--- src/rtl/cam_cfg_sequencer.sv ---
// cam_cfg_sequencer: walks a ROM register table and programs the camera sensor through the 24-bit i2c transmitter.
// Define CFG_TIMEOUT_EN to bound the wait for done; an expired wait is handled as a NACK.
module cam_cfg_sequencer #(
  parameter logic [7:0] DEV_ADDR = 8'h42,
  parameter int ADDR_W = 8,
  parameter int DELAY_CYCLES = 250000,
  parameter int MAX_RETRY = 3
`ifdef CFG_TIMEOUT_EN
  ,
  parameter int TIMEOUT_CYCLES = 4096
`endif
) (
  input  logic              meg25,
  input  logic              rst,
  input  logic              start,
  output logic [ADDR_W-1:0] rom_addr,
  input  logic [15:0]       rom_data,
  output logic [23:0]       send_dat,
  output logic              sendit,
  input  logic              done,
  input  logic              ack,
  output logic              busy,
  output logic              cfg_done,
  output logic              cfg_error,
  output logic [ADDR_W:0]   entries_written
);
  localparam logic [3:0] IDLE = 4'd0, FETCH = 4'd1, DECODE = 4'd2, SEND = 4'd3, WAIT_DONE = 4'd4,
                         RELEASE = 4'd5, DELAY = 4'd6, FINISH = 4'd7, ERROR = 4'd8;
  localparam int DW = $clog2(DELAY_CYCLES + 1);
  localparam int RW = $clog2(MAX_RETRY + 2);
  logic [3:0] state_q, state_d;
  logic [ADDR_W-1:0] rom_addr_q, rom_addr_d;
  logic [23:0] send_dat_q, send_dat_d;
  logic busy_q, busy_d, cfg_done_q, cfg_done_d, cfg_error_q, cfg_error_d;
  logic [ADDR_W:0] entries_q, entries_d;
  logic [RW-1:0] retry_q, retry_d;
  logic ack_s_q, ack_s_d;
  logic [DW-1:0] delay_q, delay_d;
  logic last_addr, tmo_hit;
  assign last_addr = &rom_addr_q;
  assign sendit = (state_q == SEND) || (state_q == WAIT_DONE);
  assign rom_addr = rom_addr_q;
  assign send_dat = send_dat_q;
  assign busy = busy_q;
  assign cfg_done = cfg_done_q;
  assign cfg_error = cfg_error_q;
  assign entries_written = entries_q;
`ifdef CFG_TIMEOUT_EN
  localparam int TW = $clog2(TIMEOUT_CYCLES + 1);
  logic [TW-1:0] tmo_q, tmo_d;
  // Counts from the sendit rise, so the SEND cycle is part of the budget.
  assign tmo_hit = (state_q == WAIT_DONE) && (tmo_q >= TW'(TIMEOUT_CYCLES - 1));
  always_comb tmo_d = sendit ? tmo_q + 1'b1 : '0;
  always_ff @(posedge meg25) begin
    if (rst) tmo_q <= '0;
    else tmo_q <= tmo_d;
  end
`else
  assign tmo_hit = 1'b0;
`endif
  always_comb begin
    state_d = state_q;
    rom_addr_d = rom_addr_q;
    send_dat_d = send_dat_q;
    busy_d = busy_q;
    cfg_done_d = cfg_done_q;
    cfg_error_d = cfg_error_q;
    entries_d = entries_q;
    retry_d = retry_q;
    ack_s_d = ack_s_q;
    delay_d = delay_q;
    case (state_q)
      IDLE: if (start) begin
        cfg_done_d = 1'b0;
        cfg_error_d = 1'b0;
        entries_d = '0;
        rom_addr_d = '0;
        retry_d = '0;
        busy_d = 1'b1;
        state_d = FETCH;
      end
      FETCH: state_d = DECODE;
      DECODE: if (rom_data == 16'hFFFF) state_d = FINISH;
        else if (rom_data == 16'hFFF0) begin
          delay_d = DW'(DELAY_CYCLES - 1);
          state_d = DELAY;
        end else begin
          send_dat_d = {DEV_ADDR, rom_data};
          state_d = SEND;
        end
      SEND: state_d = WAIT_DONE;
      WAIT_DONE: if (done || tmo_hit) begin
        ack_s_d = done & ack;
        state_d = RELEASE;
      end
      RELEASE: if (!done) begin
        if (ack_s_q) begin
          entries_d = entries_q + 1'b1;
          retry_d = '0;
          rom_addr_d = last_addr ? rom_addr_q : rom_addr_q + 1'b1;
          state_d = last_addr ? ERROR : FETCH;
        end else if (retry_q < RW'(MAX_RETRY)) begin
          retry_d = retry_q + 1'b1;
          state_d = SEND;
        end else state_d = ERROR;
      end
      DELAY: if (delay_q == '0) begin
        rom_addr_d = last_addr ? rom_addr_q : rom_addr_q + 1'b1;
        state_d = last_addr ? ERROR : FETCH;
      end else delay_d = delay_q - 1'b1;
      FINISH: begin
        busy_d = 1'b0;
        cfg_done_d = 1'b1;
        state_d = IDLE;
      end
      ERROR: begin
        busy_d = 1'b0;
        cfg_error_d = 1'b1;
        state_d = IDLE;
      end
      default: state_d = IDLE;
    endcase
  end
  always_ff @(posedge meg25) begin
    if (rst) begin
      state_q <= IDLE;
      rom_addr_q <= '0;
      send_dat_q <= '0;
      busy_q <= 1'b0;
      cfg_done_q <= 1'b0;
      cfg_error_q <= 1'b0;
      entries_q <= '0;
      retry_q <= '0;
      ack_s_q <= 1'b0;
      delay_q <= '0;
    end else begin
      state_q <= state_d;
      rom_addr_q <= rom_addr_d;
      send_dat_q <= send_dat_d;
      busy_q <= busy_d;
      cfg_done_q <= cfg_done_d;
      cfg_error_q <= cfg_error_d;
      entries_q <= entries_d;
      retry_q <= retry_d;
      ack_s_q <= ack_s_d;
      delay_q <= delay_d;
    end
  end
endmodule

--- config.mk ---
export PLATFORM = sky130hd
export DESIGN_NAME = cam_cfg_sequencer
export DESIGN_NICKNAME = d
export VERILOG_FILES = /design/src/rtl/cam_cfg_sequencer.sv
export SDC_FILE = /design/constraint.sdc
export NUM_CORES = 1
export LEC_CHECK = 0
export CAP_MARGIN = 20
export CORE_ASPECT_RATIO = 0.7
export CORE_MARGIN = 8
export CORE_UTILIZATION = 45
export DETAILED_ROUTE_END_ITERATION = 12
export MAX_ROUTING_LAYER = met4
export PLACE_DENSITY = 0.75
export RECOVER_POWER = 100
export SKIP_LAST_GASP = 1
export SLEW_MARGIN = 20
export SYNTH_ARGS = -nofsm -noshare
export SYNTH_HDL_FRONTEND = slang
export SYNTH_SLANG_ARGS = --single-unit
--- constraint.sdc ---
create_clock -name meg25 -period 5.6 [get_ports meg25]
set_clock_uncertainty 0.1 [all_clocks]
set_input_delay 0.56 -clock meg25 [delete_from_list [all_inputs] [get_ports meg25]]
set_output_delay 0.56 -clock meg25 [all_outputs]
set_load 0.005 [all_outputs]
; ---- Word level (Yosys, flattened, before mapping)
; Index checks and enable logic that the tools add are counted.
[op_classes]
addsub = 4
order_cmp = 1
eq_ne = 19
mux = 34
n_bitwise = 3
reduce_logical = 21
[op_table]
columns = operator, count
row1 = 2-to-1 mux 18 bit, 3
row2 = 2-to-1 mux 8 bit, 5
row3 = one-hot mux 18 bit (2 select lines), 1
row4 = "equality test 16 bit, second input constant", 2
row5 = 2-to-1 mux 4 bit, 7
row6 = one-hot mux 4 bit (7 select lines), 1
row7 = 2-to-1 mux 9 bit, 3
row8 = one-hot mux 8 bit (3 select lines), 1
row9 = zero test 18 bit, 1
row10 = 2-to-1 mux 3 bit, 6
row11 = one-hot mux 9 bit (2 select lines), 1
row12 = "subtractor 18 x 1 -> 18 bit, second input constant", 1
row13 = "equality test 4 x 3 -> 1 bit, second input constant", 4
row14 = "inequality test 2 bit, second input constant", 8
row15 = AND reduction 4 bit, 4
row16 = nonzero test 2 bit, 5
row17 = "adder 9 x 1 -> 9 bit, second input constant", 1
row18 = "adder 8 x 1 -> 8 bit, second input constant", 1
row19 = "equality test 4 x 2 -> 1 bit, second input constant", 2
row20 = AND reduction 2 bit, 4
row21 = AND reduction 8 bit, 1
row22 = one-hot mux 1 bit (2 select lines), 3
row23 = one-hot mux 3 bit (2 select lines), 1
row24 = AND reduction 5 bit, 1
row25 = 13 further kinds, 15
[totals]
regBits = 63
inputBits = 21
out_inout_bits = 45
wordCells = 92

; ---- Logic depth before layout (Yosys ltp)
[logic_depth]
ltp_word = 5
ltp_mapped = 9
mapped_depth_nobuf = 7

; ---- Worst setup path after synthesis
; OpenSTA, ideal clock, no wires.
[synth_timing]
path_kind = input port to flip-flop
start = in rom_data[3]
end = reg delay_q[14]
setup_ns = 0.074
arrival_ns = 2.234
required_ns = 5.426
path_slack_ns = 3.191
path_stages = 5
n_path_buf = 0
path_cell_list = or4_4 -> o41ai_4 -> o211ai_2 -> or4_1 -> a31oi_1
[synth_via]
elab_chain_len = 3
word_cells_on_any_way = 5
classes_between = eq/ne (4) / reduce/logical (1)
[synth_rtl]
columns = item, line
row1 = "start, declared", 17  ; input logic [15:0] rom_data,
row2 = equality test 16 bit (on tied branches), "84, 83"
row3 = inequality test 2 bit (no line), n/a
row4 = AND reduction 4 bit (no line) *, n/a
row5 = "end signal, assigned", 146  ; delay_q <= delay_d;
row6 = "end, declared", 38  ; logic [DW-1:0] delay_q, delay_d;
; Every way passes the cells marked *; elsewhere a longest branch is shown, timed or not.
; A chain may end at the register's enable or synchronous reset.

==> flow_summary_export.csv <==
group,metric,value,unit
timing,finalSetupViolCount,0,
global_routing,grt_usage,0.1635,
detailed_routing,via_per_inst,5.630,
global_routing,met1_usage,0.2073,
timing,fin_crit,4.017,ns
floorplanning,core.rowCount,26,
global_routing,grt_pass1_wl,13490,µm
run_status,outcome,"finished, violations left",
worst_setup_path,cp_max_fo,43,
clocking,cts-hold-fix-buffers,0,
floorplanning,dieArea,10340,µm²
timing,fin_crit_sh,0.7174,
worst_setup_path,critical_path_arrival,4.14,ns
timing,whs,0.3844,ns
detailed_routing,first_pass_iters,4,
layout,finalNonFillerCells,533,
global_routing,antenna_found_initial,0,
synthesis,syn_inst,382,
synthesis,yosysSeqAreaShare,0.3836,
power,power.density,318.6,nW/µm²
placed_design,pre_cts_slack,2.279,ns
layout,multi_input_area,1847,µm²
worst_setup_path,crit_type,"input port to register",
clocking,post_cts_resized,0,
layout,areaGrowthSynthToFinish,23.82,%
detailed_routing,drc,0,
timing,finalHoldViolCount,0,
flow_run,cap_violations,2,
floorplanning,io_pins,66,
synthesis,synth.avg_cell_area,8.608,µm²
worst_setup_path,start_kind,"input port",
detailed_routing,wire_per_inst,15.37,µm
worst_setup_path,cp-end-kind,"register",
global_routing,grt_pass1_vias,2765,
worst_setup_path,cp_data_required_time,5.72,ns
timing,fin_ws,1.583,ns
run_status,violations,"max-capacitance violations, max-slew violations",
clocking,clk_latency,0.34,ns
timing,fmax,248.9,MHz
layout,diodes,0,
power,max-vdd-ir-drop,0.1251,mV
timing,slew_headroom,-0.2727,
global_routing,grt_max_degree,44,
layout,design_area,4071,µm²
floorplanning,initial_core_util,0.4574,
placed_design,dpl_cell_area,3875,µm²
layout,regArea,1261,µm²
worst_setup_path,max_stage_delay,1.36,ns
floorplanning,die_h,87.52,µm
synthesis,yosysWarnings,0,
layout,final_nets,455,
clocking,path_clk_slew,0.07,ns
synthesis,ys.flop_type,"dfxtp_1",
layout,fillers,655,
clocking,cts_made_buffers,9,
global_routing,met3_usage,0.05117,
detailed_routing,wl,8194,µm
layout,most-common-layout-cells,"63 x dfxtp_1, 46 x nor2_1, 42 x dlygate4sd3_1",
global_routing,globalRouteMet2Util,0.2437,
timing,slew_viol_final,71,
synthesis,synth_edf_count,0,
clocking,cts_tree,"yes",
placed_design,place_congestion,0.8143,
power,leakagePower,1.640,nW
floorplanning,core,7189,µm²
synthesis,ys_types,60,
floorplanning,die_w,118.2,µm
detailed_routing,drtIter0Drc,243,
timing,grt_setup_unrepaired,"false",
clocking,cts_buffer_depth,2,
layout,drive_gt1_frac,0.06667,
worst_hold_path,hp-class,"register to register",
detailed_routing,drtAntennaViolNets,0,
worst_setup_path,cp_slowest_cell,"clkbuf_1",
placed_design,place_hpwl,5807,µm
synthesis,async_flop_share,0,
clocking,root_buffer,"clkbuf_8",
detailed_routing,via_count,3001,
placed_design,place_inst,517,
placed_design,numPortBuffers,59,
layout,mostFrequentLayoutCell,"dfxtp_1",
clocking,cts.sinks,63,
timing,worstMarginPinSlew,1.909,ns
clocking,cts-htree-levels,3,
global_routing,grt_overflow,0,
clocking,post-cts-setup-buffers,0,
synthesis,synth_area,3288,µm²
synthesis,synth-seq-cells,63,
global_routing,grt.busiest_layer,"met2",
timing,setup_tns,0,ns
worst_setup_path,crit_path_cell_trace,"dlygate4sd3_1 > clkbuf_1 > clkinv_1 > nand2_1 > nor2_1 > mux2_1",
-- critical path: cells and delay by family --
kind | cells | cell delay [ns]
buf+inv | 3 | 2.64
mux | 1 | 0.30
simple gates | 2 | 0.61
-- logic make-up (layout without fill, tap and decap cells) --
group / Yosys count / count (layout) / share of synthesized area
other cells: 1 / 6 / 0.001140
xor+xnor: 12 / 12 / 0.03197
flops: 63 / 63 / 0.3836
mux: 20 / 20 / 0.06126
fa+ha+maj: 4 / 4 / 0.01522
buf+inv: 40 / 88 / 0.06241
simple gates: 158 / 158 / 0.2664
compound gates: 84 / 84 / 0.1781
-- per-layer routing --
layer	vias up	wire (µm)
li1	1503	-
met5	-	0
met1	1433	4019
met2	57	3694
met4	0	70
met3	8	410
-- cells in the mapped netlist (all sizes together) (2+ instances only) --
master | count | share of area
dfxtp | 63 | 0.38
nor2 | 46 | 0.053
a21oi | 27 | 0.041
mux2i | 19 | 0.058
nor3 | 19 | 0.032
or3 | 18 | 0.034
clkbuf | 16 | 0.018
nand2 | 15 | 0.017
buf | 13 | 0.032
nand4 | 11 | 0.023
o21ai | 11 | 0.017
a31oi | 10 | 0.019
inv | 10 | 0.011
or4 | 10 | 0.024
nand3 | 9 | 0.014
o31ai | 9 | 0.021
xor2 | 9 | 0.024
nor4 | 6 | 0.016
and3 | 5 | 0.0095
o21a | 5 | 0.011
ha | 4 | 0.015
nand2b | 4 | 0.0076
or3b | 4 | 0.011
a211oi | 3 | 0.0068
xnor2 | 3 | 0.0080
a2111oi | 2 | 0.0072
a21o | 2 | 0.0046
a221o | 2 | 0.0061
and4 | 2 | 0.0053
nand4b | 2 | 0.0053
nor2b | 2 | 0.0038
nor3b | 2 | 0.0046
o211ai | 2 | 0.0061
o41ai | 2 | 0.013
-- metrics by stage --
stage | util | total power [mW]
after CTS | 0.5665 | 1.323
after detailed placement | 0.5390 | 0.9272
after floorplan | - | 0.7957
final | 0.5663 | 1.297
after global routing | 0.5663 | 1.376
after global placement | 0.5390 | 0.9192
-- power breakdown --
| part | total [mW] | switching (mW) | internal [mW] |
|---|---|---|---|
| Clock | 0.392 | 0.177 | 0.215 |
| Sequential | 0.545 | 0.0520 | 0.493 |
| Combinational | 0.360 | 0.188 | 0.172 |
-- path summary, 6_finish.rpt --
check	start	endpoint	slack, ns	cells after the start
hold / removal	send_dat[17]$_SDFFE_PP0P_	send_dat[17]$_SDFFE_PP0P_	0.38	2
setup reg to reg	delay_q[0]$_SDFFE_PP0P_	delay_q[15]$_SDFFE_PP0P_	2.09	7
setup / recovery	rst	rom_addr[6]$_SDFFE_PP0P_	1.58	6
hold reg to reg	send_dat[17]$_SDFFE_PP0P_	send_dat[17]$_SDFFE_PP0P_	0.38	2
-- state kept, by name, indices dropped and copies added (netlist names) --
signal           cells
ack_s_q              1
entries_written      9
delay_q             18
rom_addr             8
send_dat            17
busy                 1
cfg_done             1
state_q              4
cfg_error            1
retry_q              3
-- cell type report --
cell class	instances	area share
clock buffers	10	0.03380
clock inverters	6	0.01475
inverters	11	0.01014
multi-input cells	284	0.4536
flip-flops and latches	63	0.3098
well taps	98	0.03012
repair buffers	61	0.1478
No activity file was read; power rests on OpenSTA's default activity.
